--- config.mk ---
export PLATFORM = sky130hd
export DESIGN_NAME = match_serializer
export DESIGN_NICKNAME = d
export VERILOG_FILES = /design/src/rtl/match_serializer_pkg.sv /design/src/rtl/match_serializer_lsb_prienc.sv /design/src/rtl/match_serializer.sv
export SDC_FILE = /design/constraint.sdc
export NUM_CORES = 1
export LEC_CHECK = 0
export BUFFER_PORTS_ARGS = -buffer_cell sky130_fd_sc_hd__buf_2
export CORE_ASPECT_RATIO = 1.75
export CORE_UTILIZATION = 50
export CTS_CLUSTER_SIZE = 40
export DETAILED_ROUTE_END_ITERATION = 8
export HOLD_SLACK_MARGIN = 0.12
export PLACE_DENSITY = 0.76
export SLEW_MARGIN = 10
export SYNTH_ARGS = -nofsm -noshare
export SYNTH_HDL_FRONTEND = slang
export SYNTH_SLANG_ARGS = --single-unit
--- constraint.sdc ---
create_clock -name i_clk -period 3.05 [get_ports i_clk]
set_input_delay 0.61 -clock i_clk [delete_from_list [all_inputs] [get_ports i_clk]]
set_output_delay 0.61 -clock i_clk [all_outputs]
set_load 0.005 [all_outputs]
--- src/rtl/match_serializer_pkg.sv ---
// Shared constants and types for the index-match serializer slice.
// Supplies lane/position geometry and the serializer state encoding.
package aim_pkg;

    localparam int LANES  = 32;
    localparam int POS_W  = 9;
    localparam int LANE_W = $clog2(LANES);
    localparam int CNT_W  = 10;

    typedef enum logic [1:0] {
        S_IDLE  = 2'd0,
        S_DRAIN = 2'd1,
        S_DONE  = 2'd2
    } ms_state_e;

    typedef logic [POS_W-1:0] pos_t;

endpackage

--- src/rtl/match_serializer_lsb_prienc.sv ---
// Combinational lowest-set-bit encoder over a lane mask.
// Also reports whether any bit is set and whether exactly one bit is set.
module lsb_prienc
    import aim_pkg::*;
#(
    parameter int LANES  = 32,
    parameter int LANE_W = $clog2(LANES)
) (
    input  logic [LANES-1:0]  mask,
    output logic [LANE_W-1:0] idx,
    output logic              any,
    output logic              onehot
);

    logic [LANES-1:0] mask_dec;

    always_comb begin
        idx = '0;
        for (int i = LANES - 1; i >= 0; i--) begin
            if (mask[i]) begin
                idx = LANE_W'(i);
            end
        end
    end

    assign mask_dec = mask - {{(LANES-1){1'b0}}, 1'b1};
    assign any      = |mask;
    // Clearing the lowest set bit leaves nothing only when a single bit was set.
    assign onehot   = any & ((mask & mask_dec) == '0);

endmodule

--- src/rtl/match_serializer.sv ---
// Captures one batch of per-lane index hits and drains them one (lane, pos)
// pair per cycle, lowest lane first, with hit counting and end-of-job pulse.
module match_serializer #(
    parameter int LANES  = 32,
    parameter int POS_W  = 9,
    parameter int LANE_W = $clog2(LANES),
    parameter int CNT_W  = 10
) (
    input  logic                         i_clk,
    input  logic                         i_rst_n,
    input  logic                         i_clear,
    input  logic                         i_in_valid,
    output logic                         o_in_ready,
    input  logic                         i_in_last,
    input  logic [LANES-1:0]             i_hit,
    input  logic [LANES-1:0][POS_W-1:0]  i_pos,
    output logic                         o_out_valid,
    input  logic                         i_out_ready,
    output logic [LANE_W-1:0]            o_lane,
    output logic [POS_W-1:0]             o_pos,
    output logic                         o_out_last,
    output logic [CNT_W-1:0]             o_hit_count,
    output logic                         o_done
);

    import aim_pkg::*;

    ms_state_e                   state, state_nxt;
    logic [LANES-1:0]            hit_clean;
    logic [LANES-1:0]            mask_r;
    logic [LANES-1:0][POS_W-1:0] pos_r;
    logic                        last_r;
    logic                        job_end_r;
    logic [CNT_W-1:0]            count_r;
    logic [LANE_W-1:0]           low_idx;
    logic                        mask_any;
    logic                        mask_onehot;
    logic                        accept;
    logic                        handshake;

    function automatic logic [CNT_W-1:0] sat_inc(input logic [CNT_W-1:0] v);
        return (&v) ? v : v + {{(CNT_W-1){1'b0}}, 1'b1};
    endfunction

    // Only a definite 1 counts as a hit; X/Z lanes are dropped.
    always_comb begin
        hit_clean = '0;
        for (int i = 0; i < LANES; i++) begin
            hit_clean[i] = (i_hit[i] === 1'b1);
        end
    end

    lsb_prienc #(
        .LANES  (LANES),
        .LANE_W (LANE_W)
    ) u_prienc (
        .mask   (mask_r),
        .idx    (low_idx),
        .any    (mask_any),
        .onehot (mask_onehot)
    );

    assign accept    = i_in_valid & (state == S_IDLE);
    assign handshake = (state == S_DRAIN) & i_out_ready;

    always_ff @(posedge i_clk or negedge i_rst_n) begin
        if (!i_rst_n) begin
            state <= S_IDLE;
        end else if (i_clear) begin
            state <= S_IDLE;
        end else begin
            state <= state_nxt;
        end
    end

    always_comb begin
        state_nxt   = state;
        o_in_ready  = 1'b0;
        o_out_valid = 1'b0;
        o_done      = 1'b0;
        case (state)
            S_IDLE: begin
                o_in_ready = 1'b1;
                if (i_in_valid) begin
                    if (|hit_clean) begin
                        state_nxt = S_DRAIN;
                    end else if (i_in_last) begin
                        state_nxt = S_DONE;
                    end else begin
                        state_nxt = S_IDLE;
                    end
                end
            end
            S_DRAIN: begin
                o_out_valid = 1'b1;
                if (i_out_ready && mask_onehot) begin
                    state_nxt = last_r ? S_DONE : S_IDLE;
                end
            end
            S_DONE: begin
                o_done    = 1'b1;
                state_nxt = S_IDLE;
            end
            default: begin
                state_nxt = S_IDLE;
            end
        endcase
    end

    // job_end_r remembers that o_done fired so the next job restarts the count.
    always_ff @(posedge i_clk or negedge i_rst_n) begin
        if (!i_rst_n) begin
            mask_r    <= '0;
            pos_r     <= '0;
            last_r    <= 1'b0;
            job_end_r <= 1'b0;
            count_r   <= '0;
        end else if (i_clear) begin
            mask_r    <= '0;
            last_r    <= 1'b0;
            job_end_r <= 1'b0;
            count_r   <= '0;
        end else begin
            if (accept) begin
                mask_r    <= hit_clean;
                pos_r     <= i_pos;
                last_r    <= i_in_last;
                job_end_r <= 1'b0;
                if (job_end_r) begin
                    count_r <= '0;
                end
            end
            if (handshake && mask_any) begin
                mask_r  <= mask_r & (mask_r - {{(LANES-1){1'b0}}, 1'b1});
                count_r <= sat_inc(count_r);
            end
            if (state == S_DONE) begin
                job_end_r <= 1'b1;
            end
        end
    end

    assign o_lane      = o_out_valid ? low_idx : '0;
    assign o_pos       = o_out_valid ? pos_r[low_idx] : '0;
    assign o_out_last  = o_out_valid & last_r & mask_onehot;
    assign o_hit_count = count_r;

endmodule

# == Yosys cells after proc, flatten, opt, wreduce, memory -nomap -nowiden ==
# Cells that the tools add are included.
# W data, S select, Z words.
# word_totals
wordCells,157
regBits,334
out_inout_bits,28
in_bits,326
# classes
n_eq_ne,37
bitwise,7
add_sub_neg,2
muxes,59
magnitude_cmp,1
n_reduce_logical,14
# op_table
op,n
$mux W5,33
$mux W32,3
$reduce_or A32 Y1,2
$mux W10,5
$bmux W9 S5,1
$and A32 B32 Y32,1
$eqx A1 B1 Y1 const B,32
$logic_not A32 Y1,1
$sub A32 B1 Y32 const B,1
$mux W9,2
$mux W2,6
$add A10 B1 Y10 const B,1
$reduce_and A10 Y1,1
$reduce_bool A3 Y1,3
$mux W1,8
$lt A5 B6 Y1 const B,1
$ne A3 B3 Y1 const B,2
$and A1 B1 Y1,5
$pmux W2 S2,1
$reduce_and A2 Y1,2
$ne A3 B2 Y1 const B,1
$reduce_and A3 Y1,1
$eq A2 B1 Y1 const B,1
$eq A2 B2 Y1 const B,1
other kinds (4),5

# == Longest topological paths before layout ==
# Gate-level depths: netlist of the first run.
# depth
word_depth,35
depth_mapped,13
depth_no_buf,9

# == Modules after synthesis ==
# Synthesis of the first run repeated with hierarchy kept, for this count alone.
# hier_totals
cells_unflattened,1262
area_unflattened_um2,16248.1
# modules_own_cells
mod,n_inst,cells_each,seq_area_each_um2,area_each_um2
match_serializer,1,1148,8358.0,15533.6
lsb_prienc,1,114,0.0,714.4

# == Worst setup path before layout of the first run ==
# No wires, ideal clock.
# synth_path
path_type,flip-flop to output port
startpoint,reg mask_r[10]
endpoint,out o_pos[3]
n_path_buf,2
arrival_ps,2534
required_ps,2440
path_stages_with_launch,11
slack_ps,-94
path_cell_list,dfrtp_1 -> buf_2 -> or3_1 -> o21a_1 -> or3_1 -> nor2_4 -> buf_6 -> mux2_1 -> o221a_1 -> a311oi_1 -> o22ai_1
# synth_between
elab_chain_len,14
# synth_rtl
element,line,source
from (decl),match_serializer.sv:30,logic [LANES-1:0] mask_r;
from (signal assigned),match_serializer.sv:125,mask_r <= hit_clean;
from (signal assigned),match_serializer.sv:134,"mask_r <= mask_r & (mask_r - {{(LANES-1){1'b0}}, 1'b1});"
$mux W5 (11 in a row),match_serializer_lsb_prienc.sv:20,if (mask[i]) begin
$bmux W9 S5,match_serializer.sv:144,assign o_pos = o_out_valid ? pos_r[low_idx] : '0;
$mux W9 (not written as such),match_serializer.sv:144,
$mux W9,match_serializer.sv:144,
to (decl),match_serializer.sv:20,"output logic [POS_W-1:0] o_pos,"
# Every way passes these cells. The select of a mux whose other input is x is not followed.

# == Worst setup path after layout of the first run ==
# layout_path
startpoint,reg mask_r[8]
endpoint,out o_pos[6]
# layout_between
elab_chain_len,12
# layout_rtl
element,line
$mux W5 (9 in a row),match_serializer_lsb_prienc.sv:20
$bmux W9 S5,match_serializer.sv:144
$mux W9 (not written as such),match_serializer.sv:144
$mux W9,match_serializer.sv:144
# Every way passes these cells. The select of a mux whose other input is x is not followed.

==> run metrics, run 1 <==
status complete, but fails checks; failing checks DRC, setup timing; global route overflow 0; root buffer cell clkbuf_16; synthesized instance count 1,475; ys flop type dfrtp_1; Syn. warnings 0; post-route setup slack -996 ps; Initial Util 50.6%; Yosys top cell area share 50.3%; Fin. Hold Viols 0; register area share after synthesis 50.3%; critical path class reg2out; Yosys reg bits 334; Synth Area in Compound Gates 12.6%; Fillers 2,358; final wirelength 58,900 µm; clock-pin slew on the worst setup and hold paths 70 ps; Vias 14,800; IO Count 354; TritonCTS clock tree yes; Worst-Skew Late Latency 530 ps; First-pass DRT Iterations 7; Area growth, synth to finish 35.4%; DP HPWL 43,900 µm; final worst path period share 133%; width of the die 140 µm; Clk pwr share 26.1%; Final setup viols 14; DR vias/cell 6.10; startpoint types flip-flop; share of cells above drive strength 1 53.1%; crit path cell chain or3_4 > o21a_1 > or3_4 > nor2_4 > buf_12 > buf_12 > buf_12 > mux2i_1 > a221oi_2 > a311oi_1 > o22ai_1 > buf_2; Core ar. 0.0328 mm²; RSZ-0062 raised after global routing yes; drt drc 2; WP data arrival 3440 ps; Worst path most repeated cell buf_12; die area 0.0340 mm²; final clock skew 8.70 ps; CP Capture Type primary output; Crit path buffers/inverters 4; slew of the pin with the lowest slew margin 1120 ps; f_max 247 MHz; P per Cell Area 693 mW/mm²; Final Util 68.5%; net switching power 5.16 mW; combinational fraction of design power 36.3%; mux contribution to synthesized area 22.3%; Die Ht 243 µm; Largest delay share family, worst path simple AND/OR/NAND/NOR gates; remaining antenna violation count 0; MaxCap Viol Count 0; Final Wtd Congestion 1.02; vias in the first global route 15,300; Post-Synth XOR/XNOR Area 0.316%; Clock Path Buffers 3; Slew HR 24.7%; initial antenna violation count 4; largest net degree at the start of global routing 118; sw frac 33.1%; Placement Setup Slack -701 ps; min cycle time layout 4050 ps; first-pass GRT wire length 88,400 µm; WP data required 2440 ps; CP Max Fanout 12; Rows 88; CTS H-tree lvls 2; Leakage 10.1 nW; Nets 2,326; post-synth cell types 75; commonest non-fill, non-tap cell in the layout buf_2; post-synthesis adder-cell area fraction 0.256%; CP max-delay cell dfrtp_1; Reg power frac 37.6%; mapped cell area 0.0166 mm²; CTS buffer count 34; Synth area leaders dfrtp_1 (50%), mux2_2 (20%), nand2_1 (2.6%); number of port buffers 353; Slowest Stage Delay on Critical Path 410 ps; syn avg cell area 11.3 µm²; total track usage 34.8%; wire per inst 24.3 µm; clock sink count 334; commonest cells after routing, fill and taps aside buf_2 (352), dfrtp_1 (330), mux2_2 (296); Min-Delay Path Class in2reg; internal power 10.4 mW; ys async rst share 100%; largest family of logic cells by synthesized area multiplexers; simple-gate area share of the yosys netlist 11.0%; net count after synthesis 1,802; max-slew violation count 0; initial DRC count 1,000; post-synth top area cell dfrtp_1; Post-synth EDFFs 0; peak supply drop 0.502 mV
-- state kept, by name, indices dropped and copies added (netlist names) --
signal and count:
mask_r 32, job_end_r 1, pos_r 288, o_hit_count 10
state 2, last_r 1
-- power groups by stage --
| stage | logic [mW] | registers [mW] | clock network [mW] |
|---|---|---|---|
| finish | 5.66 | 5.86 | 4.07 |
| CTS | 5.32 | 5.82 | 4.13 |
| floorplan | 2.70 | 5.64 | 0 |
| global route | 5.98 | 5.93 | 4.29 |
| detailed placement | 4.95 | 5.87 | 0 |
| global placement | 4.85 | 5.83 | 0 |
-- routing by layer --
metal	GRT usage (%)	part of all wire, %
met2	59.5	50
met5	0	0.017
met4	27.1	8.8
met3	5.52	6.7
met1	38.5	34
-- Yosys cell counts, types with 7 or more instances --
| library cell | instances |
|---|---|
| mux2_1 | 7 |
| nor2_1 | 111 |
| clkbuf_1 | 74 |
| nor4_1 | 18 |
| nor3_1 | 40 |
| a22oi_1 | 31 |
| o221ai_1 | 15 |
| a211oi_1 | 11 |
| o21ai_0 | 83 |
| o211ai_1 | 8 |
| and3_1 | 12 |
| nand2_1 | 114 |
| o31ai_1 | 11 |
| o21a_1 | 8 |
| nand3_1 | 32 |
| and2_1 | 8 |
| mux2i_1 | 31 |
| inv_1 | 11 |
| dfrtp_1 | 334 |
| a311oi_1 | 13 |
| mux2_2 | 295 |
| o31a_1 | 13 |
| buf_2 | 25 |
| a31oi_1 | 12 |
| a21oi_1 | 36 |
-- logic make-up (layout without fill, tap and decap cells) --
logic type	count (synthesis)	count (layout)
adders and majority gates	4	4
muxes	333	333
other	0	3
DFF	334	334
AOI/OAI and AO/OA	299	299
xor gates and xnor gates	6	6
buffers and inverters	121	665
and+or+nand+nor	378	378
-- timing repair --
item	in CTS	in global routing
hold endpoints to repair	2	0
setup buffers	16	10
pin swaps	27	9
hold buffers	1	0
gates cloned	1	0
gates resized for setup	90	70
endpoints found under the setup margin	16	23
-- layout make-up --
type / count / area (µm²) / area share [%]
Inverter: 12 / 45.0 / 0.200
Tap cell: 405 / 507 / 2.25
Sequential cell: 334 / 8360 / 37.2
Timing Repair Buffer: 597 / 4050 / 18.0
Clock buffer: 48 / 987 / 4.39
Clock inverter: 8 / 70.1 / 0.312
Multi-Input combinational cell: 1020 / 8450 / 37.6
Antenna cell: 3 / 7.51 / 0.0334
-- worst paths after layout --
check | from | end | slack [ps] | depth (start not counted)
setup / recovery | mask_r[8] | o_pos[6] | -1000 | 12
hold / removal | i_pos[207] | pos_r[207] | 300 | 2
setup reg to reg | mask_r[16] | state[0] | 60 | 12
hold reg to reg | pos_r[180] | pos_r[180] | 500 | 1
max in group asynchronous | i_rst_n | mask_r[17] | 1590 | 3
min in group asynchronous | i_rst_n | pos_r[281] | 680 | 2
-- metrics by stage --
stage | instance area [µm²] | TNS, ps | std cells | hold WS [ps] | total power, mW
global route | 22500 | -11260 | 2426 | 303 | 16.2
detailed placement | 20400 | -5760 | 2342 | 489 | 10.8
floorplan | 16600 | -373 | 1475 | 314 | 8.34
finish | 22500 | -10050 | 2427 | 305 | 15.6
global placement | 20400 | -5410 | 2342 | 485 | 10.7
CTS | 22100 | -10080 | 2414 | 294 | 15.3
No activity file was read; power rests on OpenSTA's default activity.
==> run 2: changes to the inputs <==
--- a/config.mk
+++ b/config.mk
@@ -7,6 +7,7 @@
 export LEC_CHECK = 0
 export BUFFER_PORTS_ARGS = -buffer_cell sky130_fd_sc_hd__buf_2
 export CORE_ASPECT_RATIO = 1.75
+export CORE_MARGIN = 3
 export CORE_UTILIZATION = 50
 export CTS_CLUSTER_SIZE = 40
 export DETAILED_ROUTE_END_ITERATION = 8
==> run metrics, run 2 (synthesis results as in run 1) <==
status complete, but fails checks (unchanged); failing checks setup timing (was DRC, setup timing); Vias 15,000 (was 14,800); Min-Delay Path Class in2reg (unchanged); First-pass DRT Iterations 8 (was 7); MaxCap Viol Count 0 (unchanged); largest net degree at the start of global routing 72 (was 118); root buffer cell clkbuf_16 (unchanged); slew of the pin with the lowest slew margin 1030 ps (was 1120 ps); min cycle time layout 4170 ps (was 4050 ps); WP data arrival 3560 ps (was 3440 ps); Initial Util 51.0% (was 50.6%); worst reg2reg endpoint mask_r[8] (was state[0]); P per Cell Area 694 mW/mm² (was 693 mW/mm²); Slowest Stage Delay on Critical Path 410 ps (about the same); Placement Setup Slack -775 ps (was -701 ps); Slew HR 31.3% (was 24.7%); Final setup viols 14 (unchanged); Leakage 10.3 nW (was 10.1 nW); CP Max Fanout 8 (was 12); total track usage 33.2% (was 34.8%); width of the die 144 µm (was 140 µm); die area 0.0355 mm² (was 0.0340 mm²); Fillers 2,248 (was 2,358); critical path class reg2out (unchanged); drt drc 0 (was 2); Core ar. 0.0325 mm² (was 0.0328 mm²); commonest cells after routing, fill and taps aside buf_2 (352), dfrtp_1 (331), mux2_2 (293) (was buf_2 (352), dfrtp_1 (330), mux2_2 (296)); Die Ht 247 µm (was 243 µm); RSZ-0062 raised after global routing yes (unchanged); CP max-delay cell dfrtp_1 (unchanged); crit path cell chain or3_4 > o21a_4 > or3_4 > nor2_4 > buf_12 > buf_6 > buf_6 > mux2_4 > o221a_4 > a311oi_2 > o22ai_2 > buf_2 (was or3_4 > o21a_1 > or3_4 > nor2_4 > buf_12 > buf_12 > buf_12 > mux2i_1 > a221oi_2 > a311oi_1 > o22ai_1 > buf_2); commonest non-fill, non-tap cell in the layout buf_2 (unchanged); max reg flops 288 (unchanged); WP data required 2440 ps (about the same); Worst-Skew Late Latency 580 ps (was 530 ps); peak supply drop 0.578 mV (was 0.502 mV); Fin. Hold Viols 0 (unchanged); Crit path buffers/inverters 4 (unchanged); wire per inst 25.5 µm (was 24.3 µm); Area growth, synth to finish 37.9% (was 35.4%); TritonCTS clock tree yes (unchanged); post-route setup slack -1120 ps (was -996 ps); Final Util 70.3% (was 68.5%); Final Wtd Congestion 1.02 (about the same); vias in the first global route 15,600 (was 15,300); share of cells above drive strength 1 54.4% (was 53.1%); final worst path period share 137% (was 133%); DP HPWL 46,000 µm (was 43,900 µm); first-pass GRT wire length 89,100 µm (was 88,400 µm); Hold Crit Start i_pos[15] (was i_pos[207]); CTS buffer count 31 (was 34); Reg-to-Reg Start mask_r[16] (unchanged); startpoint types flip-flop (unchanged); Worst Hold End pos_r[15] (was pos_r[207]); f_max 240 MHz (was 247 MHz); # placed instances 2,341 (was 2,342); IO Count 354 (unchanged); remaining antenna violation count 0 (unchanged); CP Capture Type primary output (unchanged); DR vias/cell 6.12 (was 6.10); global route overflow 0 (unchanged); Tot Pwr 15.9 mW (was 15.6 mW); R2R cell count 13 (was 12); final wirelength 62,600 µm (was 58,900 µm); initial DRC count 975 (was 1,000); Nets 2,346 (was 2,326); clock-pin slew on the worst setup and hold paths 70 ps (about the same); final clock skew 14.0 ps (was 8.70 ps); Largest delay share family, worst path simple AND/OR/NAND/NOR gates (unchanged); initial antenna violation count 8 (was 4); Most flops, register pos_r (unchanged); max-slew violation count 0 (unchanged); Worst Hold Depth 2 (unchanged); post-route insts no fill 2,452 (was 2,427); reg2reg setup slack 120 ps (was 60 ps); clock sink count 334 (unchanged); Clock Path Buffers 3 (unchanged); number of port buffers 353 (unchanged); Rows 87 (was 88); CTS H-tree lvls 1 (was 2)
[run 2: changes by cell type in the layout (fill, tap and decap cells not counted), moves of 5 or more]
cell and change:
buf_4 +8, buf_6 +8, mux2_4 +8, clkbuf_1 -6
diode_2 +6, a221oi_2 -5, mux2_1 -5, o221a_4 +5
o221ai_2 -5
[run 2: final cells by class]
cell class	count	area, µm²	area share [%]
multi-input cells	1020	8620	37.6
flip-flops and latches	334	8360	36.5
repair buffers	620	4330	18.9
inverters	12	45.0	0.197
clock buffers	38	842	3.68
diodes	9	22.5	0.0984
clock inverters	19	173	0.754
well taps	400	500	2.19
[run 2: worst max path at each step]
stage,from,to,slack (ps),depth (start not counted)
3_5_place_dp,mask_r[30],o_pos[6],-780,12
2_1_floorplan,mask_r[10],o_pos[3],-70,10
4_1_cts,mask_r[8],o_pos[6],-1170,11
5_1_grt,mask_r[10],o_pos[8],-1180,12
3_3_place_gp,mask_r[30],o_pos[6],-810,12
6_report,mask_r[8],o_pos[8],-1120,12
[run 2: routing by layer]
metal	GRT usage, %	up-vias	part of all wire, %
li1	-	6546	-
met1	36.5	7440	34
met2	58.6	788	52
met3	4.88	229	6.5
met4	21.8	2	7.8
met5	0	-	0.032
[run 2: per-stage QoR]
step | hold slack [ps] | area (µm²) | setup TNS [ps]
3_3_place_gp | 486 | 20400 | -5860
4_1_cts | 235 | 22200 | -11470
2_1_floorplan | 314 | 16600 | -373
3_5_place_dp | 492 | 20400 | -6050
6_report | 255 | 22900 | -11350
5_1_grt | 243 | 22900 | -12350
[run 2: timing repair]
| action | 4_1_cts | 5_1_grt |
|---|---|---|
| buffers inserted | 18 | 30 |
| endpoints found under the hold margin | 65 | 0 |
| pin swaps | 26 | 39 |
| gates cloned | 0 | 4 |
| setup endpoints to repair | 17 | 46 |
| resized for setup | 107 | 94 |
| hold buffers | 1 | 0 |
[run 2: where the power goes]
part	internal [mW]	leakage (nW)	switching [mW]
Sequential	5.26	4.01	0.587
Clock	2.14	0.492	1.78
Combinational	3.07	5.78	3.05
==> run 3: changes to the inputs <==
--- a/config.mk
+++ b/config.mk
@@ -11,6 +11,7 @@
 export CORE_UTILIZATION = 50
 export CTS_CLUSTER_SIZE = 40
 export DETAILED_ROUTE_END_ITERATION = 8
+export GPL_TIMING_DRIVEN = 0
 export HOLD_SLACK_MARGIN = 0.12
 export PLACE_DENSITY = 0.76
 export SLEW_MARGIN = 10
==> run metrics, run 3 (synthesis results as in run 1) <==
DP HPWL 48,000 µm (was 46,000 µm); Slowest Stage Delay on Critical Path 450 ps (was 410 ps); f_max 238 MHz (was 240 MHz); global route overflow 0 (unchanged); root buffer cell clkbuf_16 (unchanged); Leakage 9.52 nW (was 10.3 nW); share of cells above drive strength 1 50.4% (was 54.4%); die area 0.0355 mm² (unchanged); CP max-delay cell dfrtp_2 (was dfrtp_1); vias in the first global route 15,300 (was 15,600); total track usage 35.2% (was 33.2%); Vias 14,700 (was 15,000); Core ar. 0.0325 mm² (unchanged); Nets 2,239 (was 2,346); sw frac 34.9% (was 34.1%); P per Cell Area 714 mW/mm² (was 694 mW/mm²); Worst Hold Depth 2 (unchanged); Reg-to-Reg Start state[0] (was mask_r[16]); number of port buffers 352 (was 353); final wirelength 64,700 µm (was 62,600 µm); max-slew violation count 0 (unchanged); crit path cell chain or3_4 > o21a_1 > or3_4 > nor2_4 > buf_6 > buf_6 > mux2_4 > o221a_4 > a311oi_4 > o22ai_1 > buf_2 (was or3_4 > o21a_4 > or3_4 > nor2_4 > buf_12 > buf_6 > buf_6 > mux2_4 > o221a_4 > a311oi_2 > o22ai_2 > buf_2); internal power 10.1 mW (was 10.5 mW); Area growth, synth to finish 30.4% (was 37.9%); critical path class reg2out (unchanged); Fillers 2,417 (was 2,248); Cell Area, Placed 0.0190 mm² (was 0.0204 mm²); WP data arrival 3590 ps (was 3560 ps); Placement Setup Slack -1960 ps (was -775 ps); net switching power 5.39 mW (was 5.41 mW); reg2reg setup slack 40 ps (was 120 ps); Clock Path Buffers 3 (unchanged); Min-Delay Path Class in2reg (unchanged); hold_ws 305 ps (was 255 ps); peak supply drop 0.520 mV (was 0.578 mV); combinational fraction of design power 34.8% (was 38.5%); Die Ht 247 µm (unchanged); width of the die 144 µm (unchanged); Hold Crit Start i_pos[252] (was i_pos[15]); IO Count 354 (unchanged); clock sink count 334 (unchanged); Slew HR 38.7% (was 31.3%); final clock skew 17.0 ps (was 14.0 ps); Tot Pwr 15.5 mW (was 15.9 mW); drt drc 0 (unchanged); Clk pwr share 27.6% (was 24.7%); status complete, but fails checks (unchanged); Setup TNS -11,440 ps (was -11,350 ps); R2R cell count 6 (was 13); largest net degree at the start of global routing 116 (was 72); wire per inst 27.5 µm (was 25.5 µm); Initial Util 51.0% (unchanged); slew of the pin with the lowest slew margin 920 ps (was 1030 ps); commonest non-fill, non-tap cell in the layout buf_2 (unchanged); Most flops, register pos_r (unchanged); first-pass GRT wire length 92,400 µm (was 89,100 µm); clock-pin slew on the worst setup and hold paths 70 ps (about the same); RSZ-0062 raised after global routing yes (unchanged); worst reg2reg endpoint pos_r[141] (was mask_r[8]); post-route setup slack -1150 ps (was -1120 ps); final worst path period share 138% (was 137%); Final Wtd Congestion 0.997 (was 1.02); Final setup viols 14 (unchanged); commonest cells after routing, fill and taps aside buf_2 (359), dfrtp_1 (322), mux2_2 (292) (was buf_2 (352), dfrtp_1 (331), mux2_2 (293)); CTS buffer count 34 (was 31); Seq. cell area 0.00837 mm² (was 0.00836 mm²); Rows 87 (unchanged); CP Max Fanout 4 (was 8); WP data required 2440 ps (about the same); Worst Hold End pos_r[252] (was pos_r[15]); failing checks setup timing (unchanged); min cycle time layout 4200 ps (was 4170 ps); CTS H-tree lvls 2 (was 1); multi-input gate area in the final layout 0.00861 mm² (was 0.00862 mm²); initial antenna violation count 12 (was 8); Crit path buffers/inverters 3 (was 4); Fin. Hold Viols 0 (unchanged); startpoint types flip-flop (unchanged); remaining antenna violation count 0 (unchanged); MaxCap Viol Count 0 (unchanged); CP Capture Type primary output (unchanged); Reg power frac 37.6% (was 36.8%); max reg flops 288 (unchanged); Largest delay share family, worst path simple AND/OR/NAND/NOR gates (unchanged); First-pass DRT Iterations 5 (was 8); Worst-Skew Late Latency 530 ps (was 580 ps); initial DRC count 1,088 (was 975); Finished Cell Area 0.0217 mm² (was 0.0229 mm²); TritonCTS clock tree yes (unchanged); DR vias/cell 6.27 (was 6.12)
## run 3: stage by stage
step	utilization (%)	cells
after floorplan	-	1475
after global placement	58.0	2227
after detailed placement	58.3	2230
after CTS	64.4	2309
after global routing	66.5	2344
final	66.6	2348
## run 3: what timing repair did
action / in CTS / in global routing
pin swaps: 18 / 28
gates resized for setup: 176 / 108
setup endpoints to repair: 240 / 57
cloned: 0 / 1
hold buffers: 1 / 0
setup buffers: 24 / 26
endpoints found under the hold margin: 51 / 0
## run 3: routing by layer
metal	wire length (µm)	track usage, %
met5	0	0
met4	5580	26.3
met3	4320	5.30
met2	32900	60.3
met1	21800	38.8
## run 3: area by class of cell
cell class	instances	share of cell area, %
plain buffers	103	3.11
multi-input cells	1020	39.7
clock inverters	11	0.416
well taps	400	2.31
clock buffers	48	4.74
flip-flops and latches	334	38.7
diodes	13	0.150
inverters	12	0.225
repair buffers	407	10.7
## run 3: worst max path at each step
| stage | depth (start not counted) | startpoint | slack [ps] | to |
|---|---|---|---|---|
| floorplan | 10 | mask_r[10] | -70 | o_pos[3] |
| global route | 11 | mask_r[8] | -1210 | o_pos[4] |
| global placement | 1 | i_rst_n | -4870 | pos_r[225] |
| finish | 11 | mask_r[8] | -1150 | o_pos[0] |
| CTS | 13 | mask_r[31] | -1170 | o_pos[3] |
| detailed placement | 11 | mask_r[28] | -1960 | o_pos[8] |
## run 3: power groups by stage
| stage | clock network (mW) | registers (mW) | logic [mW] |
|---|---|---|---|
| 2_1_floorplan | 0 | 5.64 | 2.70 |
| 3_3_place_gp | 0 | 5.77 | 4.22 |
| 3_5_place_dp | 0 | 5.82 | 4.30 |
| 4_1_cts | 4.29 | 5.76 | 4.90 |
| 5_1_grt | 4.46 | 5.89 | 5.63 |
| 6_report | 4.27 | 5.81 | 5.39 |
